<file path="config.mk">
export PLATFORM = sky130hd
export DESIGN_NAME = uart_tx_engine
export DESIGN_NICKNAME = d
export VERILOG_FILES = /design/src/rtl/uart_tx_engine.sv
export SDC_FILE = /design/constraint.sdc
export NUM_CORES = 1
export LEC_CHECK = 0
export BUFFER_PORTS_ARGS = -buffer_cell sky130_fd_sc_hd__clkbuf_2
export CORE_MARGIN = 2
export CORE_UTILIZATION = 25
export CTS_BUF_LIST = sky130_fd_sc_hd__clkbuf_2 sky130_fd_sc_hd__clkbuf_4 sky130_fd_sc_hd__clkbuf_8
export DETAILED_ROUTE_END_ITERATION = 12
export SLEW_MARGIN = 20
export SYNTH_ARGS = -nofsm -noshare
export SYNTH_HDL_FRONTEND = slang
export SYNTH_SLANG_ARGS = --single-unit
</file>
<file path="constraint.sdc">
create_clock -name iCLOCK -period 2.69 [get_ports iCLOCK]
set_input_delay 0.1345 -clock iCLOCK [delete_from_list [all_inputs] [get_ports iCLOCK]]
set_output_delay 0.1345 -clock iCLOCK [all_outputs]
set_load 0.02 [all_outputs]
</file>
<file path="src/rtl/uart_tx_engine.sv">
// uart_tx_engine: drains a show-ahead FIFO onto TXD as start, 8 data (LSB first), optional parity, stop.
// Define UART_TX_PARITY_EN to insert an even parity bit after data bit 7.
module uart_tx_engine (
    input  logic        iCLOCK,
    input  logic        inRESET,
    input  logic        iREMOVE,
    input  logic        iTX_EN,
    input  logic [15:0] iBAUD_DIV,
    input  logic        iFIFO_EMPTY,
    input  logic [7:0]  iFIFO_DATA,
    output logic        oFIFO_RD,
    output logic        oUART_TXD,
    output logic        oBUSY,
    output logic        oDONE
);
    typedef enum logic [2:0] {IDLE, START, DATA, PARITY, STOP} state_t;
    state_t      state_q, state_d;
    logic [7:0]  shift_q, shift_d;
    logic [15:0] div_q, div_d, baud_q, baud_d;
    logic [2:0]  bit_q, bit_d;
    logic        tick, par_bit;
`ifdef UART_TX_PARITY_EN
    logic        par_q, par_d;
    assign par_bit = par_q;
    always_ff @(posedge iCLOCK or negedge inRESET)
        if (!inRESET) par_q <= 1'b0;
        else          par_q <= par_d;
`else
    assign par_bit = 1'b1;
`endif
    assign tick  = baud_q == div_q;
    assign oBUSY = state_q != IDLE;
    // TXD is decoded from state so an asynchronous reset drives it high without a clock
    assign oUART_TXD = (state_q == START) ? 1'b0 :
                       (state_q == DATA) ? shift_q[0] :
                       (state_q == PARITY) ? par_bit : 1'b1;
    always_ff @(posedge iCLOCK or negedge inRESET) begin
        if (!inRESET) begin
            state_q <= IDLE;
            shift_q <= '0;
            div_q   <= '0;
            baud_q  <= '0;
            bit_q   <= '0;
        end else begin
            state_q <= state_d;
            shift_q <= shift_d;
            div_q   <= div_d;
            baud_q  <= baud_d;
            bit_q   <= bit_d;
        end
    end
    always_comb begin
        state_d  = state_q;
        shift_d  = shift_q;
        div_d    = div_q;
        bit_d    = bit_q;
        baud_d   = tick ? '0 : baud_q + 16'd1;
        oFIFO_RD = 1'b0;
        oDONE    = 1'b0;
`ifdef UART_TX_PARITY_EN
        par_d    = par_q;
`endif
        if (iREMOVE) begin
            state_d = IDLE;
            baud_d  = '0;
            bit_d   = '0;
        end else begin
            case (state_q)
                IDLE: begin
                    baud_d = '0;
                    if (iTX_EN && !iFIFO_EMPTY) begin
                        oFIFO_RD = 1'b1;
                        shift_d  = iFIFO_DATA;
                        div_d    = iBAUD_DIV;
                        bit_d    = '0;
`ifdef UART_TX_PARITY_EN
                        par_d    = ^iFIFO_DATA;
`endif
                        state_d  = START;
                    end
                end
                START:  if (tick) state_d = DATA;
                DATA: begin
                    if (tick) begin
                        shift_d = {1'b0, shift_q[7:1]};
                        bit_d   = bit_q + 3'd1;
`ifdef UART_TX_PARITY_EN
                        if (bit_q == 3'd7) state_d = PARITY;
`else
                        if (bit_q == 3'd7) state_d = STOP;
`endif
                    end
                end
                PARITY: if (tick) state_d = STOP;
                STOP: begin
                    oDONE = tick;
                    if (tick) state_d = IDLE;
                end
                default: state_d = IDLE;
            endcase
        end
    end
endmodule

</file>
* Word level (Yosys, flattened, before mapping)
Index checks and enable logic that the tools add are counted.
** Operators by class
- $add $sub $neg :: 2
- Eq/ne operators :: 14
- Muxes and demuxes :: 25
- Bitwise gates (word level) :: 1
- Reduce and logical (&&, ||, !) cells :: 10
** Operators with widths (number)
- 16-bit 2-to-1 mux :: 3
- 3-bit 2-to-1 mux :: 10
- 16-bit by 1-bit adder with 16-bit output (second input constant) :: 1
- 16-bit equality test :: 1
- 8-bit 2-to-1 mux :: 2
- 8-bit one-hot mux with 2 select lines :: 1
- 3-bit inequality test (second input constant) :: 5
- 3-bit one-hot mux with 5 select lines :: 1
- 1-bit 2-to-1 mux :: 7
- 3-bit by 2-bit equality test with 1-bit output (second input constant) :: 2
- 3-bit equality test (second input constant) :: 2
- 3-bit one-hot mux with 2 select lines :: 1
- 3-bit AND reduction :: 2
- 6-bit AND reduction :: 1
- 3-bit nonzero test :: 2
- 2-bit inequality test (second input constant) :: 2
- 4-bit AND reduction :: 1
- 3-bit by 1-bit adder with 3-bit output (second input constant) :: 1
- 3-bit by 1-bit equality test with 1-bit output (second input constant) :: 1
- 3-bit logical NOT :: 1
- 3-bit by 2-bit inequality test with 1-bit output (second input constant) :: 1
- 2-bit nonzero test :: 1
- 1-bit logical AND :: 1
- 1-bit logical NOT :: 1
- 1-bit NOT :: 1
** Word-level totals
- Bits in registers :: 46
- Input bits :: 29
- Output and inout bits :: 4
- Logic and storage cells :: 57

* Logic depth before layout (Yosys ltp)
- Depth in word-level cells :: 5
- Mapped depth :: 7
- Gate-level depth less buffers :: 5

* Least setup slack after synthesis
No wires, ideal clock.
- Path kind :: register -> register
- Start :: register state_q[0]
- End :: register shift_q[0]
- Library setup time :: 0.125 ns
- Arrival :: 1.997 ns
- Required time :: 2.565 ns
- Path slack :: 0.568 ns
- Cell stages (with the launch flop) :: 7
- Buffers on the path :: 2
- Period minus slack after synthesis :: 2.122 ns
- Cell sequence :: dfrtp_1 buf_2 or3_1 or3_1 buf_2 o31ai_4 mux2_2
** Between the ends
- Word-level cells in the longest chain between the ends :: 3
- Elaborated cells between the ends (all ways) :: 7
- Those cells by class :: eq/ne (3); mux (1); reduce/logical (3)
** Ends and longest elaborated chain
- start, declared :: RTL line 17 : state_t state_q, state_d;
- start signal, assigned :: RTL line 45 : state_q <= state_d;
- 3-bit by 2-bit equality test with 1-bit output / 3-bit logical NOT (equally long branches) :: RTL line 68 : case (state_q)
- 2-bit inequality test (no line) / 2-bit nonzero test (equally long branches)
- 4-bit AND reduction (no line)
- end signal, assigned :: RTL line 46 : shift_q <= shift_d;
- end, declared :: RTL line 18 : logic [7:0] shift_q, shift_d;
Parallel ways exist; a longest one is shown, timed or not.
A chain may end at the register's enable or synchronous reset.

* Final worst setup path
- Start :: register baud_q[12]
- End :: output oDONE
** Between the ends
- Word-level cells in the longest chain between the ends :: 3
** Ends and longest elaborated chain
- start, declared :: RTL line 19 : logic [15:0] div_q, div_d, baud_q, baud_d;
- start signal, assigned :: RTL line 48 : baud_q <= baud_d;
- 16-bit equality test :: RTL line 31 : assign tick = baud_q == div_q;
- 1-bit 2-to-1 mux :: RTL line 68
- 1-bit 2-to-1 mux :: RTL line 63 : if (iREMOVE) begin
- end, declared :: RTL line 14 : output logic oDONE
Every way passes these cells.

==> reports/qor.txt <==
status = finished, final reports clean
Core Box Area = 8721 sq um
worst r2r path cells = 5
crit path launch = baud_q[12]
CP max FO = 5
period utilization = 94.56%
vias in the first global route = 1661
GR Util All Layers = 10.33%
most common cell after layout, fill and taps aside = nand2_1
post-synthesis register bit count = 46
Design Area, Final = 2675 sq um
setup bufs post-CTS = 0
share of layout cells above drive strength 1 = 22.64%
fin. max-slew vios = 0
Syn Nets = 259
Worst R2R Start = baud_q[12]
Crit path arrival time = 2410 ps
Multi-input gate area = 1061 sq um
Max-cap violations = 0
Place WS = 209.0 ps
Final TNS setup = 0 ps
Max Fclk = 0.3931 GHz
CTS root buffer = clkbuf_8
via count = 1653
TritonRoute pass-1 iters = 4
Netlist cell types = 31
HP Class = primary input to flip-flop
Reg clk slew, reported paths = 80 ps
worst hold path depth = 3
Max Buffers Root-to-Sink = 2
placed cell area = 2535 sq um
Ys Warns = 0
Non-Filler Instances = 373
kind of critical path = flip-flop to output port
final net count = 296
Routed Antenna Nets = 0
min Tclk post-route = 2544 ps
# setup viols final = 0
IO Port Bufs = 32
leak pwr = 1.301 nW
RSZ-0062 raised after global routing = no
Final Util = 30.67%
Die Y = 98.84 microns
Max H-tree Level = 2
wire length per cell = 12.87 microns
cts bufs inserted = 5
PD cells = 587.9 nW/um^2
CTS tree = yes
starting density of the core = 25.78%
most frequent cells in the layout = nand2_1 (60), dfrtp_1 (46), clkbuf_2 (32)
Crit path required time = 2560 ps
HP Start = iBAUD_DIV[12]
Post-Syn Instances = 227
synthesis-to-layout area growth = 18.98%
final worst slack = 146.4 ps
CP endpoint kind = output port
die area = 9768 sq um
DR vias/cell = 4.432
initial antenna violation count = 0
first-pass GRT wire length = 8024 microns
WL final = 4802 microns
clk sink count = 46
final hold violation count = 0
Hold WS = 15.76 ps
Final HPWL DP = 3498 microns
diodes inserted = 0
largest area contributor in the netlist = dfrtp_1
max_slew headroom = 63.19%
global route overflow = 0
Worst Hold End = div_q[12]
std cell rows = 34
Placed Cells = 363
GPL Wtd Cong = 0.7511
pin count of the biggest net entering global routing = 31
Worst-Margin Slew = 548.8 ps
DRT iter0 DRCs = 112
VDD IR max = 0.0002276 V
FF-to-FF End = shift_q[4]
Top Ports = 33
crit start category = flip-flop
fillcell total = 910
Pwr Total = 1.573 mW
register area share after synthesis = 51.20%
Synth top area share = 51.20%
# DRC = 0
die extent in x = 98.84 microns
Mapped Area = 2248 sq um
clk_lat worst skew = 310 ps
clk_skew = 11.51 ps
Worst R2R Setup Slack = 240 ps
Register Area = 1151 sq um
Avg Synthesized Cell Area = 9.905 sq um
main area contributors after synthesis = dfrtp_1 (51%), nand2_1 (10%), xor2_1 (9.7%)
## routing by layer
layer  GRT usage, %  share of wire [%]  vias up  wire [microns]
li1               -                  -      829               -
met1          13.81                 48      790            2305
met2          16.53                 46       29            2222
met3          2.553                4.6        5             223
met4          3.267                1.0        0              50
met5              0                  0        -               0
## power by group
part | leakage, nW | internal [mW] | switching, mW
clock network | 0.0548 | 0.287 | 0.240
logic | 0.644 | 0.101 | 0.112
registers | 0.602 | 0.774 | 0.0584
## worst max-delay path: stages, from the launching register on
cell,delay [ps]
dfrtp_1,450
xor2_1,180
nor4_1,500
nand4_1,340
nor4b_1,390
clkbuf_2,240
## state kept, by name, summed over array words and instances, names as in the netlist
name / cells
baud_q: 16
bit_q: 3
div_q: 16
shift_q: 8
state_q: 3
## Yosys cell counts
| cell | number |
|---|---|
| buf_2 | 4 |
| o221ai_1 | 1 |
| ha_1 | 3 |
| nor2_1 | 23 |
| nor4b_1 | 1 |
| and3_1 | 4 |
| or4_1 | 1 |
| xnor2_1 | 5 |
| and4_1 | 2 |
| nor4_1 | 4 |
| mux2_2 | 15 |
| xor2_1 | 25 |
| a21oi_1 | 1 |
| nand3b_1 | 1 |
| dfrtp_1 | 46 |
| a21boi_0 | 1 |
| clkinv_1 | 1 |
| nor2b_1 | 1 |
| or3_1 | 2 |
| nor3b_1 | 1 |
| nand3_1 | 4 |
| clkbuf_1 | 3 |
| inv_1 | 2 |
| nor3_1 | 2 |
| o2111ai_1 | 1 |
| nand2b_1 | 2 |
| nand4_1 | 4 |
| o31ai_4 | 1 |
| nand2_1 | 60 |
| a22o_1 | 2 |
| o21ai_0 | 4 |
## kinds of logic (layout without fill, tap and decap cells)
kind of cell / count (synthesis) / in the layout / share of synthesized area, %
flip-flops: 46 / 46 / 51.20
XOR/XNOR: 30 / 30 / 11.69
AO/OA/AOI/OAI: 11 / 11 / 3.951
AND/OR/NAND/NOR: 112 / 112 / 22.09
buffers and inverters: 10 / 48 / 1.892
multiplexers: 15 / 15 / 7.512
adder cells (fa/ha/maj): 3 / 3 / 1.670
## layout make-up
type	instances	share of cell area [%]
clock buffers	6	2.853
well taps	108	5.051
clock inverters	2	1.403
repair buffers	37	7.577
multi-input cells	171	39.66
flip-flops and latches	46	43.03
inverters	3	0.4210
## timing repair
action                     CTS  global route
hold buffers                 1             1
hold endpoints to repair    16             1
setup endpoints to repair    0             1
gates resized for setup      0             1
## worst max path at each step
stage                       endpoint  slack [ps]  cells past startpoint
after global routing        oFIFO_RD          20                      4
after global placement    shift_q[3]         270                      5
after CTS                      oDONE          90                      5
after detailed placement  shift_q[0]         210                      5
after floorplan           shift_q[0]         570                      6
final                          oDONE         150                      5
Note: power is estimated with default switching activity, not from simulation.
